--- src/rtl/isf_pkg.sv ---
// Shared constants, state encoding and mod-N_BITS helper for initial_shift_fetch.
package isf_pkg;

  localparam int N_BITS          = 17669;
  localparam int LAST_WORD_IDX   = 552;
  localparam int PENULT_WORD_IDX = 551;

  localparam logic [2:0] ST_IDLE      = 3'd0;
  localparam logic [2:0] ST_CALC      = 3'd1;
  localparam logic [2:0] ST_READ0     = 3'd2;
  localparam logic [2:0] ST_READ1     = 3'd3;
  localparam logic [2:0] ST_READ2     = 3'd4;
  localparam logic [2:0] ST_CAPTURE   = 3'd5;
  localparam logic [2:0] ST_START     = 3'd6;
  localparam logic [2:0] ST_WAIT_DONE = 3'd7;

  typedef enum logic [2:0] {
    IDLE      = ST_IDLE,
    CALC      = ST_CALC,
    READ0     = ST_READ0,
    READ1     = ST_READ1,
    READ2     = ST_READ2,
    CAPTURE   = ST_CAPTURE,
    START     = ST_START,
    WAIT_DONE = ST_WAIT_DONE
  } state_t;

  // 17-bit sum so the wrap compare never overflows before subtracting N_BITS.
  function automatic logic [15:0] mod_add(input logic [15:0] a, input logic [15:0] b);
    logic [16:0] sum;
    sum = {1'b0, a} + {1'b0, b};
    return (sum >= 17'(N_BITS)) ? 16'(sum - 17'(N_BITS)) : sum[15:0];
  endfunction

endpackage

--- src/rtl/isf_shift_calc.sv ---
// Combinational position -> shift / word index / bit-in-word calculator.
module isf_shift_calc
  import isf_pkg::*;
#(
  parameter int ADDR_W = 10
) (
  input  logic [15:0]       pos,
  output logic [15:0]       high_shift,
  output logic [15:0]       low_shift,
  output logic [ADDR_W-1:0] idx_high,
  output logic [ADDR_W-1:0] idx_low,
  output logic [4:0]        sh_high,
  output logic [4:0]        sh_low
);

  assign high_shift = pos;
  assign low_shift  = mod_add(pos, 16'd32);
  assign idx_high   = high_shift[ADDR_W+4:5];
  assign idx_low    = low_shift[ADDR_W+4:5];
  assign sh_high    = high_shift[4:0];
  assign sh_low     = low_shift[4:0];

endmodule

--- src/rtl/initial_shift_fetch.sv ---
// Fetches normal words 0/551/552 and two acc words, then launches one shift job.
// Optional ISF_NORMAL_CACHE_EN keeps the normal words across jobs.
module initial_shift_fetch
  import isf_pkg::*;
#(
  parameter int WORD_WIDTH = 32,
  parameter int ADDR_W     = 10
) (
  input  logic                  clk,
  input  logic                  rst_n,
  input  logic                  pos_valid,
  output logic                  pos_ready,
  input  logic [15:0]           pos,
  input  logic                  normal_reload,
  output logic                  normal_rd_en,
  output logic [ADDR_W-1:0]     normal_rd_addr,
  input  logic [WORD_WIDTH-1:0] normal_rd_data,
  output logic                  acc_rd_en,
  output logic [ADDR_W-1:0]     acc_rd_addr,
  input  logic [WORD_WIDTH-1:0] acc_rd_data,
  output logic [WORD_WIDTH-1:0] normal_word_zero,
  output logic [WORD_WIDTH-1:0] normal_word_551,
  output logic [WORD_WIDTH-1:0] normal_word_552,
  output logic [WORD_WIDTH-1:0] acc_word_high,
  output logic [WORD_WIDTH-1:0] acc_word_low,
  output logic [15:0]           high_shift,
  output logic [15:0]           low_shift,
  output logic [ADDR_W-1:0]     acc_start_idx_high,
  output logic [ADDR_W-1:0]     acc_start_idx_low,
  output logic [4:0]            acc_shift_idx_high,
  output logic [4:0]            acc_shift_idx_low,
  output logic                  start_process,
  input  logic                  processing_done,
  output logic                  pos_err
);

  state_t                  state_q, state_d;
  logic [15:0]             pos_q, pos_d;
  logic [15:0]             high_shift_q, high_shift_d, low_shift_q, low_shift_d;
  logic [ADDR_W-1:0]       idx_high_q, idx_high_d, idx_low_q, idx_low_d;
  logic [4:0]              sh_high_q, sh_high_d, sh_low_q, sh_low_d;
  logic [WORD_WIDTH-1:0]   w0_q, w0_d, w551_q, w551_d, w552_q, w552_d;
  logic [WORD_WIDTH-1:0]   acc_high_q, acc_high_d, acc_low_q, acc_low_d;
  logic                    pos_err_q, pos_err_d;
  logic                    hit;

  logic [15:0]             c_high_shift, c_low_shift;
  logic [ADDR_W-1:0]       c_idx_high, c_idx_low;
  logic [4:0]              c_sh_high, c_sh_low;

`ifdef ISF_NORMAL_CACHE_EN
  logic hit_q, hit_d, cache_valid_q, cache_valid_d, reload_pend_q, reload_pend_d;
  assign hit = hit_q;
`else
  logic unused_normal_reload;
  assign unused_normal_reload = normal_reload;
  assign hit = 1'b0;
`endif

  isf_shift_calc #(.ADDR_W(ADDR_W)) u_calc (
    .pos        (pos_q),
    .high_shift (c_high_shift),
    .low_shift  (c_low_shift),
    .idx_high   (c_idx_high),
    .idx_low    (c_idx_low),
    .sh_high    (c_sh_high),
    .sh_low     (c_sh_low)
  );

  always_comb begin
    state_d      = state_q;
    pos_d        = pos_q;
    high_shift_d = high_shift_q;
    low_shift_d  = low_shift_q;
    idx_high_d   = idx_high_q;
    idx_low_d    = idx_low_q;
    sh_high_d    = sh_high_q;
    sh_low_d     = sh_low_q;
    w0_d         = w0_q;
    w551_d       = w551_q;
    w552_d       = w552_q;
    acc_high_d   = acc_high_q;
    acc_low_d    = acc_low_q;
    pos_err_d    = pos_err_q;
    pos_ready      = 1'b0;
    normal_rd_en   = 1'b0;
    normal_rd_addr = '0;
    acc_rd_en      = 1'b0;
    acc_rd_addr    = '0;
    start_process  = 1'b0;
`ifdef ISF_NORMAL_CACHE_EN
    hit_d         = hit_q;
    cache_valid_d = cache_valid_q;
    reload_pend_d = reload_pend_q | normal_reload;
`endif

    case (state_q)
      IDLE: begin
        pos_ready = 1'b1;
        if (pos_valid) begin
          if (pos >= 16'(N_BITS)) begin
            pos_err_d = 1'b1;
          end else begin
            pos_d   = pos;
            state_d = CALC;
`ifdef ISF_NORMAL_CACHE_EN
            // A reload seen before this accept forces a refetch; later ones wait for the next job.
            hit_d         = cache_valid_q & ~reload_pend_q & ~normal_reload;
            reload_pend_d = 1'b0;
`endif
          end
        end
      end
      CALC: begin
        high_shift_d = c_high_shift;
        low_shift_d  = c_low_shift;
        idx_high_d   = c_idx_high;
        idx_low_d    = c_idx_low;
        sh_high_d    = c_sh_high;
        sh_low_d     = c_sh_low;
        state_d      = READ0;
      end
      READ0: begin
        normal_rd_en = ~hit;
        acc_rd_en    = 1'b1;
        acc_rd_addr  = idx_high_q;
        state_d      = READ1;
      end
      READ1: begin
        acc_high_d = acc_rd_data;
        if (!hit) w0_d = normal_rd_data;
        normal_rd_en   = ~hit;
        normal_rd_addr = hit ? '0 : ADDR_W'(PENULT_WORD_IDX);
        acc_rd_en      = 1'b1;
        acc_rd_addr    = idx_low_q;
        state_d        = hit ? CAPTURE : READ2;
      end
      READ2: begin
        w551_d         = normal_rd_data;
        acc_low_d      = acc_rd_data;
        normal_rd_en   = 1'b1;
        normal_rd_addr = ADDR_W'(LAST_WORD_IDX);
        state_d        = CAPTURE;
      end
      CAPTURE: begin
        if (hit) begin
          acc_low_d = acc_rd_data;
        end else begin
          w552_d = normal_rd_data;
`ifdef ISF_NORMAL_CACHE_EN
          cache_valid_d = 1'b1;
`endif
        end
        state_d = START;
      end
      START: begin
        start_process = 1'b1;
        state_d       = WAIT_DONE;
      end
      WAIT_DONE: begin
        if (processing_done) state_d = IDLE;
      end
      default: state_d = IDLE;
    endcase
  end

  always_ff @(posedge clk or negedge rst_n) begin
    if (!rst_n) begin
      state_q      <= IDLE;
      pos_q        <= '0;
      high_shift_q <= '0;
      low_shift_q  <= '0;
      idx_high_q   <= '0;
      idx_low_q    <= '0;
      sh_high_q    <= '0;
      sh_low_q     <= '0;
      w0_q         <= '0;
      w551_q       <= '0;
      w552_q       <= '0;
      acc_high_q   <= '0;
      acc_low_q    <= '0;
      pos_err_q    <= 1'b0;
`ifdef ISF_NORMAL_CACHE_EN
      hit_q         <= 1'b0;
      cache_valid_q <= 1'b0;
      reload_pend_q <= 1'b0;
`endif
    end else begin
      state_q      <= state_d;
      pos_q        <= pos_d;
      high_shift_q <= high_shift_d;
      low_shift_q  <= low_shift_d;
      idx_high_q   <= idx_high_d;
      idx_low_q    <= idx_low_d;
      sh_high_q    <= sh_high_d;
      sh_low_q     <= sh_low_d;
      w0_q         <= w0_d;
      w551_q       <= w551_d;
      w552_q       <= w552_d;
      acc_high_q   <= acc_high_d;
      acc_low_q    <= acc_low_d;
      pos_err_q    <= pos_err_d;
`ifdef ISF_NORMAL_CACHE_EN
      hit_q         <= hit_d;
      cache_valid_q <= cache_valid_d;
      reload_pend_q <= reload_pend_d;
`endif
    end
  end

  assign normal_word_zero   = w0_q;
  assign normal_word_551    = w551_q;
  assign normal_word_552    = w552_q;
  assign acc_word_high      = acc_high_q;
  assign acc_word_low       = acc_low_q;
  assign high_shift         = high_shift_q;
  assign low_shift          = low_shift_q;
  assign acc_start_idx_high = idx_high_q;
  assign acc_start_idx_low  = idx_low_q;
  assign acc_shift_idx_high = sh_high_q;
  assign acc_shift_idx_low  = sh_low_q;
  assign pos_err            = pos_err_q;

endmodule
--- config.mk ---
export PLATFORM = sky130hd
export DESIGN_NAME = initial_shift_fetch
export DESIGN_NICKNAME = d
export VERILOG_FILES = /design/src/rtl/isf_pkg.sv /design/src/rtl/isf_shift_calc.sv /design/src/rtl/initial_shift_fetch.sv
export SDC_FILE = /design/constraint.sdc
export NUM_CORES = 1
export LEC_CHECK = 0
export ABC_AREA = 1
export CAP_MARGIN = 30
export CORE_MARGIN = 2
export CORE_UTILIZATION = 49
export DETAILED_ROUTE_END_ITERATION = 8
export PLACE_DENSITY = 0.85
export SLEW_MARGIN = 5
export SYNTH_ARGS = -nofsm -noshare
export SYNTH_HDL_FRONTEND = slang
export SYNTH_SLANG_ARGS = --single-unit
--- constraint.sdc ---
create_clock -name clk -period 3 [get_ports clk]
set_clock_uncertainty 0.1 [all_clocks]
set_input_delay 0.9 -clock clk [delete_from_list [all_inputs] [get_ports clk]]
set_output_delay 0.9 -clock clk [all_outputs]
set_load 0.1 [all_outputs]
==> qor.log, run 1 <==
qor: sta.drv_slew 0
qor: final_layout.layout.cells.most_common_list nand2_1 (338), buf_4 (236), dfrtp_1 (211)
qor: place.dp.final_hpwl 19100 um
qor: cts.cts-buffers-inserted 22
qor: worst_setup_path.timing.rr.start pos_q[5]
qor: cts.clock_input_transition_at_the_sequential_cells_of_the_worst_setup_and_hold_paths 60 ps
qor: global_routing.grt_use_met2 0.435
qor: global_routing.grt.total_usage 0.255
qor: worst_setup_path.crit_path_top_delay_cell dfrtp_2
qor: worst_setup_path.critPathMaxStageDelay 440 ps
qor: sta.timing.final.hold_violations 0
qor: cts.post_cts_buffers 0
qor: detailed_routing.drc_errors 0
qor: global_routing.grt_max_degree 85
qor: synth.post_synth_xor_area_fraction 0.00381
qor: synth.yosys.area_share.simple 0.200
qor: synth.synth_area_in_compound_gates 0.113
qor: worst_setup_path.crit_fanout 12
qor: status.status finished clean
qor: worst_setup_path.timing.critical_path.arrival 1850 ps
qor: worst_setup_path.rr_endpoint low_shift[7]
qor: detailed_routing.vias_after_detailed_routing 8100
qor: floorplanning.dieArea 0.0199 mm^2
qor: final_layout.antenna_cells 0
qor: hold_path.hold_path_class in -> async
qor: detailed_routing.wire_length_per_cell_after_detailed_routing 16.1 um
qor: synth.synth.area.mux_share 0
qor: detailed_routing.detail_route.vias_per_cell 5.01
qor: final_layout.post_route_cells_drive_above_1_share 0.235
qor: final_layout.final_common_cell nand2_1
qor: final_layout.final_cell_count_no_fill 1617
qor: sta.finalCritPeriodShare 0.949
qor: worst_setup_path.start_kind register
qor: synth.synth_area 0.00920 mm^2
qor: sta.worstMarginPinSlew 641 ps
qor: cts.tritoncts_num_sinks 212
qor: place.dp_cells 1577
qor: synth.combinational_family_with_the_most_area_after_synthesis simple AND/OR/NAND/NOR gates
qor: floorplanning.core_region_area 0.0186 mm^2
qor: sta.post-route-min-period 2850 ps
qor: worst_setup_path.worstPathCellList inv_1 > nand2_1 > o21ai_2 > buf_12
qor: floorplanning.die_w 141 um
qor: synth.synth_seq_cells 212
qor: synth.synth-warning-count 0
qor: sta.slew-limit-headroom 0.573
qor: global_routing.grt_first_pass_wirelength 40700 um
qor: job.max_cap_viol_count 0
qor: cts.clock_tree.root_cell clkbuf_16
qor: global_routing.grt_residual_overflow 0
qor: global_routing.gr-max-usage-layer met2
qor: worst_setup_path.timing.critical_path.required 2000 ps
qor: global_routing.via_count_of_the_first_global_routing_pass 7515
qor: global_routing.met1_grt_util 0.331
qor: detailed_routing.first_iter_violations 501
qor: detailed_routing.firstDrtPassIters 5
qor: floorplanning.initial_standard_cell_utilization_of_the_core 0.495
qor: synth.netlist_instances 1085
qor: final_layout.layout-area-overhead-vs-synth 40.3%
qor: detailed_routing.wirelength 26000 um
qor: place.gp_congestion 0.872
qor: place.numPortBuffers 326
qor: global_routing.grtUsageMet3 0.0482
qor: synth.syn_area_per_cell 8.48 um^2
qor: sta.f_max 351 MHz
qor: sta.rsz_0062_raised_after_global_routing false
qor: synth.yosysUniqueCellTypes 28
qor: cts.cts_hold_repair_buffers 0
qor: final_layout.layout.nets 1456
qor: floorplanning.io_pins 332
qor: synth.yosys.area_share.adder 0.00544
qor: floorplanning.die-height 141 um
qor: cts.clock_insertion_delay_worst_skew 500 ps
qor: global_routing.number_of_antenna_violations_at_the_first_check_in_global_routing 0
qor: worst_setup_path.rrSetupSlack 460 ps
qor: worst_setup_path.worst_setup_path_end_kind output port
qor: detailed_routing.antenna_left 0
qor: floorplanning.row_count 50
qor: worst_setup_path.worstSetupPathType reg -> out
qor: sta.setup-violations-final 0
qor: cts.clock_tree_from_tritoncts done
qor: cts.h-tree-depth 1
qor: cts.clock_path_buffers 3
qor: worst_setup_path.reg2reg_depth 14
qor: synth.ys_seq_area_frac 0.576
## sequential cells by signal, summed over array words and instances, names as in the netlist
name	flops
high_shift	16
acc_word_low	32
normal_word_zero	32
low_shift	16
pos_err	1
state_q	3
normal_word_552	32
normal_word_551	32
acc_word_high	32
pos_q	16
## routing by layer
layer,up-vias,share of wire
li1,3951,-
met1,3826,0.41
met2,273,0.49
met3,50,0.070
met4,0,0.034
met5,-,0
## cell families (layout without fill, tap and decap cells)
logic type,count (synthesis),in the layout
other,1,4
AO/OA/AOI/OAI,206,206
XOR/XNOR,4,4
AND/OR/NAND/NOR,453,453
flip-flops,212,212
buffers and inverters,205,500
adder cells (fa/ha/maj),4,4
## worst max-delay path by stage
stage                     startpoint                 to  cells after the start
after floorplan           state_q[2]  normal_rd_addr[9]                      7
after global placement       pos[14]           pos_q[0]                     12
after detailed placement     pos[14]          pos_q[10]                     12
after CTS                 state_q[0]  normal_rd_addr[9]                      6
after global routing      state_q[0]     acc_rd_addr[0]                      4
final                     state_q[0]     acc_rd_addr[0]                      4
## final cells by class
cell class              count  area (um^2)
fillers                  1394         5670
flip-flops and latches    212         5310
repair buffers            344         3110
multi-input cells         671         3030
clock buffers              32          638
inverters                 116          438
well taps                 234          293
clock inverters             8          108
## per-stage QoR
stage / TNS (ps) / area (um^2) / hold WS [ps] / worst slack (ps) / util
after floorplan: -608 / 9260 / 396 / -345 / -
after global placement: 0 / 12100 / 356 / 359 / 0.653
after detailed placement: 0 / 12200 / 365 / 350 / 0.655
after CTS: 0 / 12900 / 281 / 86.5 / 0.695
after global routing: 0 / 12900 / 296 / 59.1 / 0.695
final: 0 / 12900 / 256 / 154 / 0.695
## synthesized netlist by cell type
library cell / number / area (um^2)
buf_6: 2 / 22.5
nand3_2: 2 / 20.0
a21oi_1: 7 / 35.0
nor3_1: 1 / 5.00
a31o_2: 1 / 8.76
dfrtp_1: 212 / 5310
a21boi_0: 1 / 7.51
xor2_1: 3 / 26.3
nor2_2: 1 / 6.26
o211ai_1: 1 / 7.51
a21boi_1: 1 / 7.51
clkinv_1: 1 / 3.75
nor3_2: 1 / 10.0
conb_1: 1 / 3.75
ha_1: 4 / 50.1
clkbuf_1: 46 / 173
nor2_4: 2 / 22.5
nand2_2: 4 / 25.0
nor2_1: 40 / 150
buf_4: 38 / 285
nand3b_1: 2 / 15.0
inv_1: 115 / 432
nand2_1: 348 / 1310
nand3_1: 39 / 195
buf_2: 3 / 15.0
nand4_1: 13 / 81.3
xnor2_1: 1 / 8.76
o21ai_0: 195 / 976
## repair_timing
| item | 4_1_cts | 5_1_grt |
|---|---|---|
| endpoints found under the hold margin | 0 | 0 |
| gates resized for setup | 0 | 2 |
| endpoints found under the setup margin | 0 | 3 |
## worst max-delay path: cells and delay by family (launching register included)
family	cells	cell delay, ps
flops	1	440
compound gates	1	190
simple gates	1	170
buf+inv	2	530
Power of run 1 is left out: the tool's default activity adds up to more than one toggle a clock period on the data nets, which glitch-free logic cannot reach.
==> run 2, diff against run 1 <==
--- a/config.mk
+++ b/config.mk
@@ -9,6 +9,7 @@
 export CAP_MARGIN = 30
 export CORE_MARGIN = 2
 export CORE_UTILIZATION = 49
+export CTS_BUF_LIST = sky130_fd_sc_hd__clkbuf_4 sky130_fd_sc_hd__clkbuf_8 sky130_fd_sc_hd__clkbuf_16
 export DETAILED_ROUTE_END_ITERATION = 8
 export PLACE_DENSITY = 0.85
 export SLEW_MARGIN = 5
==> run 2 against run 1 <==
Net effect:
- the flow now finishes with violations (design-rule violations)
- register-to-register slack is essentially flat
- design area increased by 0.15%
- setup slack worse by 1.1 ps
- non-clock buffer count unchanged
- highest routed layer unchanged
- via count up 0.33%
- count of clock-buffer cells in the layout is the same
- critical path type unchanged
- final cell count is the same
==> qor.log, run 2 (synthesis gave the netlist of run 1 again) <==
qor: status.status finished with violations
qor: status.violations_in_the_final_reports design-rule violations
qor: floorplanning.row_count 50 [unchanged]
qor: cts.clock_tree.root_cell clkbuf_16
qor: sta.post-route-min-period 2850 ps [+1.06 ps]
qor: floorplanning.core_region_area 0.0186 mm^2 [unchanged]
qor: place.gp_congestion 0.872 [unchanged]
qor: worst_setup_path.timing.critical_path.arrival 1850 ps [about the same]
qor: final_layout.final.fill_count 1383 [-0.79%]
qor: cts.tritoncts_num_sinks 212 [unchanged]
qor: final_layout.multiInputGateArea 0.00303 mm^2 [unchanged]
qor: final_layout.layout-area-overhead-vs-synth 40.5%
qor: hold_path.hold_path_class in -> async
qor: worst_setup_path.worstPathCellList nor2_1 > inv_1 > nor2_1 > buf_12
qor: floorplanning.initial_standard_cell_utilization_of_the_core 0.495 [unchanged]
qor: cts.h-tree-depth 1 [unchanged]
qor: final_layout.final_common_cell nand2_1
qor: floorplanning.die_w 141 um [unchanged]
qor: worst_setup_path.worst_setup_path_end_kind output port
qor: detailed_routing.antenna_left 0 [unchanged]
qor: detailed_routing.wire_length_per_cell_after_detailed_routing 16.0 um [-0.30%]
qor: worst_setup_path.cp_common_cell nor2_1
qor: floorplanning.die-height 141 um [unchanged]
qor: cts.clock_insertion_delay_worst_skew 500 ps [about the same]
qor: detailed_routing.wirelength 25900 um [-0.30%]
qor: place.dp.final_hpwl 19100 um [unchanged]
qor: worst_setup_path.start_kind register
qor: worst_setup_path.critPathMaxStageDelay 440 ps [about the same]
qor: sta.worstMarginPinSlew 636 ps [-4.98 ps]
qor: cts.clock_tree_from_tritoncts done
qor: detailed_routing.first_iter_violations 479 [-4.4%]
qor: sta.drv_slew 0 [unchanged]
qor: place.numPortBuffers 326 [unchanged]
qor: worst_setup_path.timing.critical_path.required 2000 ps [about the same]
qor: cts.clock_path_buffers 3 [unchanged]
qor: worst_setup_path.crit_fanout 6 [-6]
qor: final_layout.post_route_cells_drive_above_1_share 0.239 [+0.00362]
qor: final_layout.antenna_cells 0 [unchanged]
qor: floorplanning.io_pins 332 [unchanged]
qor: detailed_routing.firstDrtPassIters 9 [+4]
qor: cts.clock_input_transition_at_the_sequential_cells_of_the_worst_setup_and_hold_paths 60 ps [about the same]
qor: sta.rsz_0062_raised_after_global_routing false
qor: cts.cts-buffers-inserted 22 [unchanged]
qor: global_routing.number_of_antenna_violations_at_the_first_check_in_global_routing 0 [unchanged]
qor: sta.f_max 351 MHz [about the same]
qor: cts.post_cts_buffers 0 [unchanged]
qor: final_layout.ff_latch_area 0.00531 mm^2 [unchanged]
qor: detailed_routing.vias_after_detailed_routing 8127 [+0.33%]
qor: final_layout.layout.nets 1456 [unchanged]
qor: final_layout.layout.cells.most_common_list nand2_1 (338), buf_4 (236), dfrtp_1 (211)
qor: detailed_routing.drc_errors 4 [+4]
qor: floorplanning.dieArea 0.0199 mm^2 [unchanged]
qor: global_routing.grt_residual_overflow 0 [unchanged]
qor: sta.slew-limit-headroom 0.574 [+0.000699]
qor: sta.timing.final.hold_violations 0 [unchanged]
qor: global_routing.grt.total_usage 0.256 [+0.000369]
qor: sta.finalCritPeriodShare 0.949 [about the same]
qor: job.max_cap_viol_count 0 [unchanged]
qor: final_layout.final_core_utilization 0.696 [+0.00101]
qor: sta.setup-violations-final 0 [unchanged]
qor: sta.fin_hold_ws 259 ps [+2.12 ps]
qor: global_routing.grt_max_degree 85 [unchanged]
qor: worst_setup_path.crit_path_top_delay_cell dfrtp_2
qor: global_routing.via_count_of_the_first_global_routing_pass 7584 [+0.92%]
qor: worst_setup_path.worstSetupPathType reg -> out
qor: cts.cts_hold_repair_buffers 0 [unchanged]
qor: detailed_routing.detail_route.vias_per_cell 5.03 [+0.33%]
qor: global_routing.grt_first_pass_wirelength 40800 um [+0.19%]
run 2: cell counts in the layout (fill, tap and decap cells not counted):
No cell type changed its count.
run 2: layer usage:
metal  wire (um)  global-route usage  up-vias
met5           0                   0        -
li1            -                   -     3950
met2       12500               0.435      311
met1       10500               0.329     3806
met4        1050              0.0932        0
met3        1830              0.0482       60
run 2: cell type report:
| class | instances | share of cell area |
|---|---|---|
| repair buffers | 344 | 0.240 |
| flip-flops and latches | 212 | 0.410 |
| clock inverters | 8 | 0.00832 |
| well taps | 234 | 0.0226 |
| clock buffers | 32 | 0.0508 |
| multi-input cells | 671 | 0.234 |
| inverters | 116 | 0.0339 |
run 2: worst paths after layout:
path / to / start / slack (ps) / depth (start not counted)
max reg2reg: low_shift[7] / pos_q[5] / 470 / 14
min reg2reg: pos_err / pos_err / 370 / 1
min in group clk: pos_err / pos_err / 370 / 1
min: acc_word_low[16] / rst_n / 260 / 1
max: pos_ready / state_q[0] / 150 / 4
max in group asynchronous: normal_word_552[25] / rst_n / 1730 / 2
run 2: worst max-delay path: cells and delay by family (launching register included):
family        cells  cell delay, ps
buf+inv           2             330
flops             1             440
simple gates      2             560
run 2: metrics by stage:
step                      instances  setup TNS, ps  instance area, um^2  setup slack (ps)
after floorplan                1088           -608                 9260              -345
after global placement         1576              0                12100               359
after detailed placement       1577              0                12200               350
after CTS                      1617              0                12900              85.2
after global routing           1617              0                12900              59.4
final                          1617              0                12900               153
run 2: timing repair:
item                                    4_1_cts  5_1_grt
gates resized for setup                       0        2
endpoints found under the setup margin        0        3
endpoints found under the hold margin         0        0
Power of run 2 is left out for the same reason.
